[src/rtl/reset_seq_ctrl.sv]
// reset_seq_ctrl: ordered reset release for NUM_DOM downstream domains.
// After the master reset, all domains are held in reset for a stretch.
// Domains 0..NUM_DOM-1 are then released one at a time. Each release waits
// for that domain's ready acknowledge and then a stretch gap. A missing
// acknowledge parks the sequencer in FAULT until i_req or i_rst.
module reset_seq_ctrl #(
    parameter int unsigned NUM_DOM  = 3,
    parameter int unsigned CNT_W    = 5,
    parameter int unsigned MIN_HOLD = 5,
    parameter int unsigned TIMEOUT  = 64,
    localparam int unsigned DW      = (NUM_DOM > 1) ? $clog2(NUM_DOM) : 1
) (
    input  logic               clk,
    input  logic               i_rst,
    input  logic               i_req,
    input  logic [CNT_W-1:0]   i_stretch,
    input  logic [NUM_DOM-1:0] i_dom_ack,
    output logic [NUM_DOM-1:0] o_dom_rst,
    output logic               o_busy,
    output logic               o_done,
    output logic               o_timeout,
    output logic [DW-1:0]      o_err_dom
);

    localparam int unsigned TW = $clog2(TIMEOUT + 1);

    typedef enum logic [2:0] {
        ST_ASSERT = 3'd0,
        ST_WAIT   = 3'd1,
        ST_GAP    = 3'd2,
        ST_IDLE   = 3'd3,
        ST_FAULT  = 3'd4
    } state_t;

    state_t             r_state;
    logic [DW-1:0]      r_dom;
    logic [CNT_W-1:0]   r_cnt;
    logic [CNT_W-1:0]   r_s;
    logic [TW-1:0]      r_tcnt;
    logic [NUM_DOM-1:0] r_dom_rst;
    logic               r_busy;
    logic               r_done;
    logic               r_timeout;
    logic [DW-1:0]      r_err;

    state_t             w_state;
    logic [DW-1:0]      w_dom;
    logic [CNT_W-1:0]   w_cnt;
    logic [CNT_W-1:0]   w_s;
    logic [TW-1:0]      w_tcnt;
    logic [NUM_DOM-1:0] w_dom_rst;
    logic               w_busy;
    logic               w_done;
    logic               w_timeout;
    logic [DW-1:0]      w_err;

    logic [CNT_W-1:0]   w_s_in;
    logic [CNT_W-1:0]   w_s_cur;
    logic               w_cnt_exp;
    logic [CNT_W-1:0]   w_cnt_inc;
    logic [TW-1:0]      w_tcnt_inc;
    logic               w_last;
    logic               w_ack;
    logic [DW-1:0]      w_dom_nxt;

    // Clamped stretch; the first counting edge (count==0) uses the live input
    assign w_s_in     = (i_stretch < CNT_W'(MIN_HOLD)) ? CNT_W'(MIN_HOLD) : i_stretch;
    assign w_s_cur    = (r_cnt == '0) ? w_s_in : r_s;
    assign w_cnt_exp  = ((r_cnt + CNT_W'(1)) == w_s_cur);
    assign w_cnt_inc  = (r_cnt == '1) ? r_cnt : r_cnt + CNT_W'(1);
    assign w_tcnt_inc = (r_tcnt == '1) ? r_tcnt : r_tcnt + TW'(1);
    assign w_last     = (r_dom == DW'(NUM_DOM - 1));
    assign w_ack      = i_dom_ack[r_dom];
    assign w_dom_nxt  = r_dom + DW'(1);

    // Next-state and next-output logic
    always_comb begin
        w_state   = r_state;
        w_dom     = r_dom;
        w_cnt     = r_cnt;
        w_s       = r_s;
        w_tcnt    = r_tcnt;
        w_dom_rst = r_dom_rst;
        w_done    = 1'b0;
        w_timeout = r_timeout;
        w_err     = r_err;

        if (i_req) begin
            w_state   = ST_ASSERT;
            w_dom     = '0;
            w_cnt     = '0;
            w_tcnt    = '0;
            w_dom_rst = '1;
            w_timeout = 1'b0;
            w_err     = '0;
        end else begin
            case (r_state)
                ST_ASSERT: begin
                    if (r_cnt == '0) begin
                        w_s = w_s_in;
                    end
                    if (w_cnt_exp) begin
                        w_dom_rst[0] = 1'b0;
                        w_state      = ST_WAIT;
                        w_dom        = '0;
                        w_cnt        = '0;
                        w_tcnt       = '0;
                    end else begin
                        w_cnt = w_cnt_inc;
                    end
                end
                ST_WAIT: begin
                    if (r_tcnt == TW'(TIMEOUT - 1)) begin
                        // Timed-out domain goes back into reset; earlier ones stay out
                        w_state   = ST_FAULT;
                        w_timeout = 1'b1;
                        w_err     = r_dom;
                        for (int i = 0; i < int'(NUM_DOM); i++) begin
                            if (DW'(i) == r_dom) begin
                                w_dom_rst[i] = 1'b1;
                            end
                        end
                    end else if (w_ack) begin
                        w_tcnt = '0;
                        if (w_last) begin
                            w_state = ST_IDLE;
                            w_done  = 1'b1;
                        end else begin
                            w_state = ST_GAP;
                            w_cnt   = '0;
                        end
                    end else begin
                        w_tcnt = w_tcnt_inc;
                    end
                end
                ST_GAP: begin
                    if (r_cnt == '0) begin
                        w_s = w_s_in;
                    end
                    if (w_cnt_exp) begin
                        for (int i = 0; i < int'(NUM_DOM); i++) begin
                            if (DW'(i) == w_dom_nxt) begin
                                w_dom_rst[i] = 1'b0;
                            end
                        end
                        w_state = ST_WAIT;
                        w_dom   = w_dom_nxt;
                        w_cnt   = '0;
                        w_tcnt  = '0;
                    end else begin
                        w_cnt = w_cnt_inc;
                    end
                end
                ST_IDLE: begin
                    w_dom_rst = '0;
                end
                ST_FAULT: begin
                    w_state = ST_FAULT;
                end
                default: begin
                    w_state   = ST_ASSERT;
                    w_dom_rst = '1;
                    w_cnt     = '0;
                end
            endcase
        end

        w_busy = (w_state != ST_IDLE);
    end

    // State and output registers
    always_ff @(posedge clk or posedge i_rst) begin
        if (i_rst) begin
            r_state   <= ST_ASSERT;
            r_dom     <= '0;
            r_cnt     <= '0;
            r_s       <= '0;
            r_tcnt    <= '0;
            r_dom_rst <= '1;
            r_busy    <= 1'b1;
            r_done    <= 1'b0;
            r_timeout <= 1'b0;
            r_err     <= '0;
        end else begin
            r_state   <= w_state;
            r_dom     <= w_dom;
            r_cnt     <= w_cnt;
            r_s       <= w_s;
            r_tcnt    <= w_tcnt;
            r_dom_rst <= w_dom_rst;
            r_busy    <= w_busy;
            r_done    <= w_done;
            r_timeout <= w_timeout;
            r_err     <= w_err;
        end
    end

    assign o_dom_rst = r_dom_rst;
    assign o_busy    = r_busy;
    assign o_done    = r_done;
    assign o_timeout = r_timeout;
    assign o_err_dom = r_err;

endmodule
[config.mk]
export PLATFORM = sky130hd
export DESIGN_NAME = reset_seq_ctrl
export DESIGN_NICKNAME = d
export VERILOG_FILES = /design/src/rtl/reset_seq_ctrl.sv
export SDC_FILE = /design/constraint.sdc
export NUM_CORES = 1
export LEC_CHECK = 0
export ABC_CLOCK_PERIOD_IN_PS = 5680
export CAP_MARGIN = 30
export CORE_UTILIZATION = 55
export DETAILED_ROUTE_END_ITERATION = 16
export PLACE_DENSITY = 0.75
export SLEW_MARGIN = 25
export SYNTH_ARGS = -nofsm -noshare
export SYNTH_HDL_FRONTEND = slang
export SYNTH_SLANG_ARGS = --single-unit
[constraint.sdc]
create_clock -name clk -period 5.68 [get_ports clk]
set_input_delay 1.136 -clock clk [delete_from_list [all_inputs] [get_ports clk]]
set_output_delay 1.136 -clock clk [all_outputs]
set_load 0.1 [all_outputs]
==> metrics <==
outcome finished, final reports clean; most common library cells after synthesis 26 x dfrtp_1, 20 x nor2_1, 16 x inv_1, 12 x a21oi_1, 9 x nand2_1; Detailed Route WL 3.92 mm; Mean Syn Cell Area 9.30 sq um; core area 3340 sq um; Synth area leaders dfrtp_1 34%, dfstp_2 5.5%, ha_1 5.2%; Syn. warnings 0; H-tree Lvls 2; Worst setup startpoint i_dom_ack[0]; Mapped Area 1930 sq um; CP Data Arrival Time 3450 ps; hold path cells 1; Placement Rows 21; area of the multi-input gates 1060 sq um; antenna-violating nets left 0; number of hold buffers added after CTS 0; Worst Path Max Fanout 7; VDD IR max 255 uV; layout filler cell count 306; Pwr Density 348 nW/um^2; ant diodes 0; Post-CTS Setup Repair Bufs 0; fin nets 243; post-synthesis sequential area ratio 0.392; top_reg_cell synth dfrtp_1; Final Core Density 0.653; crit share post-route 0.563; post-cts sizing count 0; critical path endpoint category flip-flop; Fmax 313 MHz; Crit path depth 7; CP cell instances clkdlybuf4s50_1 > mux2i_1 > o21ai_0 > nor3_1 > nor3b_1 > a31oi_1 > o21ai_1; Async S/R FF share, synth 1.00; relative slew slack 0.346; RePlAce Congestion 0.834; die height 61.2 um; pin count of the biggest net entering global routing 31; Pleak 0.936 nW; DRC 0; Starting Density 0.577; clk slew on worst S/H paths 90 ps; CP startpoint kind input port; Die Area 3740 sq um; final hold violations 0; hold_sp r_s[2]; RSZ-0062 raised after global routing false; grt ovf 0; worst r2r path cells 8; Sequential Area 756 sq um; Slowest cell on crit path nor3_1; CTS sink cnt 30; CTS buffer count 5; min Tclk post-route 3200 ps; Synth top area share 0.338; Synth-to-Final Area Change 13.1%; setup TNS 0 ps; synth unique cells 52; setup violators final 0; Root Buffer clkbuf_4; Req. time, crit path 5930 ps; drt initial violations 90; CP Class in -> reg; largest area contributor in the netlist dfrtp_1; worst path bufs/invs 1; Final Max Slew Viols 0; most frequent cell after synthesis dfrtp_1; CTS tree yes; Seq cells post-synth 30; Mapped Nets 226; drt wl/cell 14.5 um; Post-synth EDFFs 0; post-DP HPWL 2.89 mm; Worst-Skew Late Latency 330 ps; Worst path max stage delay 680 ps; Slew @ Worst Pin 978 ps; Die X 61.2 um; I/O Pins 19; min-delay worst type reg -> reg; drt pass-1 iters 4; Vias 1597; Gate Count Post-Synth 207; Vias/cell 5.89; vias in the first global route 1543; clock skew 7.15 ps; clock buffer depth 2; initial antenna violation count 0; delay-heaviest family, CP simple AND/OR/NAND/NOR gates; GRT Util Overall 0.235; number of I/O port buffers 18; Max Cap Violations 0; FF-to-FF Start r_cnt[0]; share of cells above drive strength 1 0.107; first-pass GRT wire length 6.43 mm
==> flip-flops by register name (all words and copies together), names as in the netlist <==
register and cells:
r_state 3, o_err_dom 2, o_done 1, r_dom 2
r_tcnt 7, o_busy 1, o_timeout 1, r_s 5
o_dom_rst 3, r_cnt 5
==> report_power, final <==
part | switching, mW | total [mW] | internal (mW) | leakage (nW)
clock network | 0.0736 | 0.134 | 0.0599 | 0.0353
registers | 0.0371 | 0.287 | 0.250 | 0.391
logic | 0.203 | 0.337 | 0.134 | 0.510
==> cell families after synthesis <==
logic type	after synthesis	share of synthesized area
simple gates	73	0.211
buf+inv	24	0.0546
flops	30	0.392
mux	12	0.0663
fa+ha+maj	8	0.0520
compound gates	54	0.196
xor+xnor	6	0.0273
==> layer usage <==
layer | part of all wire | vias up | global-route usage
met3 | 0.039 | 7 | 0.0525
met5 | 0 | - | 0
li1 | - | 787 | -
met2 | 0.50 | 35 | 0.418
met4 | 0.013 | 0 | 0.0877
met1 | 0.45 | 768 | 0.277
==> final cells by class <==
| cell class | count | share of cell area |
|---|---|---|
| flip-flops and latches | 30 | 0.347 |
| repair buffers | 18 | 0.0827 |
| clock buffers | 7 | 0.0253 |
| clock inverters | 1 | 0.00230 |
| inverters | 16 | 0.0276 |
| multi-input cells | 153 | 0.489 |
| well taps | 46 | 0.0264 |
==> through the flow <==
stage / hold WS (ps) / total power, mW / area (sq um) / std cells / setup slack [ps]
floorplan: 465 / 0.566 / 1930 / 207 / 2980
global placement: 487 / 0.612 / 2120 / 263 / 2270
detailed placement: 498 / 0.626 / 2120 / 263 / 2180
CTS: 515 / 0.762 / 2180 / 271 / 2500
global route: 535 / 0.807 / 2180 / 271 / 2300
finish: 514 / 0.758 / 2180 / 271 / 2480
==> worst reg2reg max path, delay by kind of cell, from the launching register on <==
kind	cells	cell delay, ps
adders and majority gates	1	160
DFF	1	450
xor gates and xnor gates	1	240
and+or+nand+nor	2	900
buffers and inverters	1	150
muxes	1	290
AOI/OAI and AO/OA	2	480
==> layout by cell type (no fill, tap or decap), drive strengths merged, types with 3 or more instances in the layout <==
master	count
nand2	9
mux2	6
ha	8
dfstp	4
nor2	21
a22o	3
dfrtp	26
inv	16
nor3b	4
and3	6
clkdlybuf4s50	18
nand3	7
mux2i	6
xnor2	4
o21ai	10
a31oi	7
a21oi	12
clkbuf	7
nor3	7
nand2b	4
==> worst paths after layout <==
| kind | end | slack [ps] |
|---|---|---|
| setup / recovery | r_tcnt[2] | 2480 |
| hold / removal | r_s[2] | 510 |
| setup reg to reg | r_cnt[2] | 2910 |
| hold reg to reg | r_s[2] | 510 |
| max in group asynchronous | r_tcnt[6] | 4060 |
| min in group asynchronous | r_tcnt[5] | 1200 |
(Power assumes the default switching activity.)
